## src/rtl/counter_mod.sv

```systemverilog
// Modulo up/down counter with prescaler, sync clear/load, wrap or saturate at a runtime limit.
// Latency: one edge from step decision to out_ctr/out_tick/out_wrap; no backpressure, in_enable freezes state.
module counter_mod #(
   parameter int num_ctrbits      = 16,
   parameter int num_prescalebits = 8,
   parameter bit saturate         = 1'b0
) (
   input  logic                        in_clk,
   input  logic                        in_rst,
   input  logic                        in_enable,
   input  logic                        in_clear,
   input  logic                        in_load,
   input  logic [num_ctrbits-1:0]      in_load_val,
   input  logic                        in_down,
   input  logic [num_prescalebits-1:0] in_prescale,
   input  logic [num_ctrbits-1:0]      in_max,
   output logic [num_ctrbits-1:0]      out_ctr,
   output logic                        out_tick,
   output logic                        out_wrap
);

   logic [num_ctrbits-1:0]      ctr;
   logic [num_prescalebits-1:0] pre;
   logic                        tick;
   logic                        wrap;

   logic [num_ctrbits-1:0]      step_val;
   logic                        step_wrap;
   logic                        pre_match;

   assign pre_match = (pre == in_prescale);

   // Limit checks come first so the +1/-1 paths can never overflow.
   always_comb begin
      step_val  = ctr;
      step_wrap = 1'b0;
      if (!in_down) begin
         if (ctr >= in_max) begin
            step_val  = saturate ? in_max : '0;
            step_wrap = 1'b1;
         end else begin
            step_val  = ctr + 1'b1;
         end
      end else begin
         if (ctr == '0) begin
            step_val  = saturate ? '0 : in_max;
            step_wrap = 1'b1;
         end else if (ctr > in_max) begin
            step_val  = in_max;
            step_wrap = 1'b1;
         end else begin
            step_val  = ctr - 1'b1;
         end
      end
   end

   always_ff @(posedge in_clk or posedge in_rst) begin
      if (in_rst) begin
         ctr  <= '0;
         pre  <= '0;
         tick <= 1'b0;
         wrap <= 1'b0;
      end else if (in_clear) begin
         ctr  <= '0;
         pre  <= '0;
         tick <= 1'b0;
         wrap <= 1'b0;
      end else if (in_load) begin
         ctr  <= in_load_val;
         pre  <= '0;
         tick <= 1'b0;
         wrap <= 1'b0;
      end else if (in_enable) begin
         if (pre_match) begin
            pre  <= '0;
            ctr  <= step_val;
            tick <= 1'b1;
            wrap <= step_wrap;
         end else begin
            // A prescale lowered below pre lets pre run on and wrap before matching.
            pre  <= pre + 1'b1;
            tick <= 1'b0;
            wrap <= 1'b0;
         end
      end else begin
         tick <= 1'b0;
         wrap <= 1'b0;
      end
   end

   assign out_ctr  = ctr;
   assign out_tick = tick;
   assign out_wrap = wrap;

endmodule
```

## config.mk

```make
export PLATFORM = sky130hd
export DESIGN_NAME = counter_mod
export DESIGN_NICKNAME = d
export VERILOG_FILES = /design/src/rtl/counter_mod.sv
export SDC_FILE = /design/constraint.sdc
export NUM_CORES = 1
export LEC_CHECK = 0
export CORE_ASPECT_RATIO = 0.75
export CORE_MARGIN = 3
export CORE_UTILIZATION = 47
export DETAILED_ROUTE_END_ITERATION = 7
export PLACE_DENSITY = 0.88
export SLEW_MARGIN = 25
export SYNTH_ARGS = -nofsm -noshare
export SYNTH_HDL_FRONTEND = slang
export SYNTH_SLANG_ARGS = --single-unit
```

## constraint.sdc

```tcl
create_clock -name in_clk -period 2.8 [get_ports in_clk]
set_input_delay 0.84 -clock in_clk [delete_from_list [all_inputs] [get_ports in_clk]]
set_output_delay 0.84 -clock in_clk [all_outputs]
set_load 0.01 [all_outputs]
```

-- After elaboration in Yosys (flattened, before gate mapping)
Index checks and enable logic that the tools add are counted.
- register bits: 26
- input bits: 46
- output and inout bits: 18
- logic and storage cells: 38
- add/sub/neg operators: 3
- order comparisons: 2
- eq/ne operators: 1
- mux-type cells: 24
- reduce and logical (&&, ||, !) cells: 4
- operator list (cell ; count):
    16-bit two-way mux ; 8
    8-bit two-way mux ; 4
    16-bit by 1-bit adder with 16-bit output, second input constant ; 1
    16-bit >= comparator ; 1
    16-bit greater-than comparator ; 1
    16-bit zero test ; 1
    16-bit by 1-bit subtractor with 16-bit output, second input constant ; 1
    1-bit two-way mux ; 12
    8-bit by 1-bit adder with 8-bit output, second input constant ; 1
    8-bit equality test ; 1
    3-bit nonzero test ; 2
    2-bit AND reduction ; 1

-- Depth between registers and ports, before layout
- depth in word-level cells: 8
- gate-level depth with buffers: 12
- gate-level depth less buffers: 9

-- Worst setup path before layout
No wires, ideal clock.
- path type: input to register
- start point: input port in_max[15]
- end point: register ctr[7], in the netlist out_ctr[7]
- setup time: 0.082 ns
- arrival time: 3.030 ns
- data required time: 2.718 ns
- slack: -0.312 ns
- stages on the path: 12
- buffers on the path: 3
- cells stage by stage: inv_1 > ha_1 > and4_1 > clkbuf_1 > and4_1 > a2111oi_0 > nand3_1 > clkbuf_1 > clkbuf_1 > o211ai_1 > o21ai_0 > a31oi_1
- word-level cells in the longest chain between the ends: 8
- ends and longest elaborated chain (element ; RTL line ; text):
    from (decl) ; 16 ; input logic [num_ctrbits-1:0] in_max,
    16-bit greater-than comparator ; 48 ; end else if (ctr > in_max) begin
    16-bit two-way mux ; 48 ;
    16-bit two-way mux ; 45 ; if (ctr == '0) begin
    16-bit two-way mux * ; 37 ; if (!in_down) begin
    16-bit two-way mux * ; 74 ; if (pre_match) begin
    16-bit two-way mux * ; 73 ; end else if (in_enable) begin
    16-bit two-way mux * ; 68 ; end else if (in_load) begin
    16-bit two-way mux * ; 63 ; end else if (in_clear) begin
    to (signal assigned) ; 69 ; ctr <= in_load_val;
    to (signal assigned) ; 76 ; ctr <= step_val;
    to (decl) ; 22 ; logic [num_ctrbits-1:0] ctr;
Mark *: on every way between the ends. The rest lies on a longest branch, timed or not. The select of a mux whose other input is x is not followed.
A chain may end at the register's enable or synchronous reset.

-- Worst setup path in the final report
- start point: register ctr[1], in the netlist out_ctr[1]
- end point: register ctr[13], in the netlist out_ctr[13]
- word-level cells in the longest chain between the ends: 8
- ends and longest elaborated chain (element ; RTL line):
    16-bit by 1-bit subtractor with 16-bit output / 16-bit greater-than comparator (equally long branches) ; 52, 48
    16-bit two-way mux ; 48
    16-bit two-way mux ; 45
    16-bit two-way mux * ; 37
    16-bit two-way mux * ; 74
    16-bit two-way mux * ; 73
    16-bit two-way mux * ; 68
    16-bit two-way mux * ; 63
Marks and branches as above.

==> flow_summary.ini <==
[worst_setup_path]
rrSetupSlack_ns = 0.05
cp_top_family = simple AND/OR/NAND/NOR gates
required_ns = 3.01
cp-end-kind = register
critPathKind = reg2reg
crit_chain = inv_1 -> ha_1 -> or4b_2 -> nor4_4 -> a311oi_4 -> buf_6 -> and2_4 -> buf_12 -> a211o_1 -> a31oi_1
cp_slowest_cell = or4b_2
start_kind = register
slowest_delay_ns = 0.63
cp.buffers_inverters = 3
arrival_ns = 2.96
cp_max_fo = 8

[timing]
hold_viol = 0
slew_violations = 0
relSlewSlack = 0.627
hold_slack_ns = 0.576
finalSetupTns_ns = 0
period_needed_ns = 2.75
final.setup_skew_ns = 0.00239
finalSetupViolations = 0
period_share = 0.983
fmax_mhz = 363
worst_slew_pin_slew_ns = 0.558

[final_layout]
drive_above_1_share = 0.299
num_antenna_cells = 0
finalNonFillerCells = 553
seqCellArea_um2 = 653
multi_input_area_mm2 = 0.00225
n_fill_cell = 398
syn_to_final_growth_pct = 49.5
fin_area_mm2 = 0.00425
final_nets = 545

[clock_network]
cts_max_path_buffers = 2
ctsHoldBuffers = 0
cts_tree = done
root_buffer = clkbuf_8
cts_buffers = 3
clk_pin_slew_worst_paths_ns = 0.10
htreeDepth = 1
cts.sinks = 26
clk_latency_ns = 0.28

[pwr]
power_density_mw_per_mm2 = 317
pwr-share-clk = 0.197
internal_power_mw = 0.852
peakVddDrop_uv = 195
pwr-share-comb = 0.491
p_seq_frac = 0.311
p_switching_mw = 0.497
switching_share = 0.368
p_leak_nw = 1.74

[global_routing]
antenna_found_initial = 0
grt_max_degree = 30
grt_first_pass_wirelength_um = 16300
grt_pass1_vias = 3389
grt_overflow_total = 0
track_usage = 0.297

[yosys]
synth_area_per_cell_um2 = 7.63
synth.top_cell.area_share = 0.229
syn-cell-area_mm2 = 0.00285
synth_fp_nets = 439
ys_types = 49
yosysWarnings = 0
async_reset_ff_frac = 1.00
synth_area_leader_cell = dfrtp_1
yosysSeqAreaShare = 0.229
ys.flop_type = dfrtp_1
netlist_top_cells_area = dfrtp_1, ha_1, xnor2_1, a21oi_1, o21ai_0
syn_inst = 373
ys_ff_latch = 26
synth_edf_count = 0

[flow_run]
maxCapViolCount = 0

[placement]
hpwl_um = 7640
gp_congestion = 0.923
port_buffers = 63
place_inst = 543
place_area_mm2 = 0.00402

[worst_hold_path]
hp-class = reg2reg

[routing]
drtIter0Drc = 354
dr.pass1.iters = 5
vias_per_cell = 6.37
vias = 3522
drtAntennaViolNets = 0
drc = 0
drt-total-wl_um = 10600
routedWlPerCell_um = 19.3

[run_status]
status = finished, final reports clean

[floorplanning]
die_y_um = 73.4
io_pins = 64
rows = 23
core_mm2 = 0.00558
die_area_mm2 = 0.00704
dieWidth_um = 95.9
start_util = 0.510
==> sequential cells by signal (all words and copies together), names as in the netlist <==
signal and count:
pre 8, out_ctr 16, out_tick 1, out_wrap 1
==> worst register-to-register path, delay by kind of cell, from the launching register on <==
kind	cells	cell delay, ns
fa+ha+maj	1	0.17
buf+inv	3	0.42
compound gates	3	0.52
flops	1	0.43
simple gates	3	1.13
==> metrics by stage <==
| stage | setup slack, ns | util | power, mW |
|---|---|---|---|
| 6_report | 0.0486 | 0.762 | 1.35 |
| 5_1_grt | -0.0270 | 0.762 | 1.41 |
| 4_1_cts | 0.000653 | 0.758 | 1.31 |
| 3_5_place_dp | -0.691 | 0.720 | 1.02 |
| 3_3_place_gp | -0.608 | 0.720 | 1.00 |
| 2_1_floorplan | -0.0438 | - | 0.767 |
==> power by group through the flow <==
stage                     clock network [mW]  logic, mW  registers (mW)
after global routing                   0.278      0.711           0.421
after floorplan                            0      0.338           0.430
final                                  0.266      0.663           0.420
after detailed placement                   0      0.599           0.423
after global placement                     0      0.578           0.423
after CTS                              0.260      0.632           0.418
==> logic make-up (layout without fill, tap and decap cells) <==
family / after synthesis / in the layout / synth area share
AO/OA/AOI/OAI: 119 / 119 / 0.267
XOR/XNOR: 26 / 26 / 0.0800
adder cells (fa/ha/maj): 20 / 20 / 0.0879
buffers and inverters: 53 / 158 / 0.0778
flip-flops: 26 / 26 / 0.229
multiplexers: 3 / 3 / 0.0119
AND/OR/NAND/NOR: 126 / 126 / 0.247
==> cells in the final DEF, fill, tap and decap left out, types with 10 or more instances in the layout <==
master / instances
inv_1: 11
a21oi_1: 37
nor3_1: 10
inv_2: 11
dfrtp_1: 24
nand2_1: 24
buf_4: 60
nor2_1: 22
xnor2_1: 23
o21ai_0: 25
ha_4: 13
clkdlybuf4s50_1: 47
==> synthesized netlist by cell type, types with 10 or more instances <==
cell      count
a21oi_1      37
o21ai_0      27
dfrtp_1      26
inv_1        25
nand2_1      25
clkbuf_1     24
xnor2_1      23
nor2_1       22
ha_1         20
nor3_1       11
nand3_1      10
==> area by class of cell <==
type,instances,share of cell area
multi-input cells,294,0.530
repair buffers,128,0.254
flip-flops and latches,26,0.154
inverters,26,0.0271
well taps,75,0.0221
clock buffers,4,0.0129
==> path summary, 6_finish.rpt <==
check | from | to | depth (start not counted)
min in group asynchronous | in_rst | out_ctr[13] | 3
setup / recovery | out_ctr[1] | out_ctr[13] | 10
hold / removal | pre[7] | pre[7] | 2
hold reg to reg | pre[7] | pre[7] | 2
setup reg to reg | out_ctr[1] | out_ctr[13] | 10
max in group asynchronous | in_rst | out_ctr[1] | 3
==> routing by layer <==
layer | global-route usage | wire, um | vias up | part of all wire
met5 | 0 | 0 | - | 0
met1 | 0.385 | 4200 | 1671 | 0.39
li1 | - | - | 1579 | -
met4 | 0.112 | 336 | 0 | 0.032
met3 | 0.0532 | 1070 | 37 | 0.10
met2 | 0.492 | 5040 | 235 | 0.47
==> timing repair <==
item / in CTS / in global routing
pin swaps: 15 / 13
gates resized for setup: 73 / 28
setup buffers: 2 / 4
endpoints found under the setup margin: 17 / 16
No activity file was read; power rests on OpenSTA's default activity.
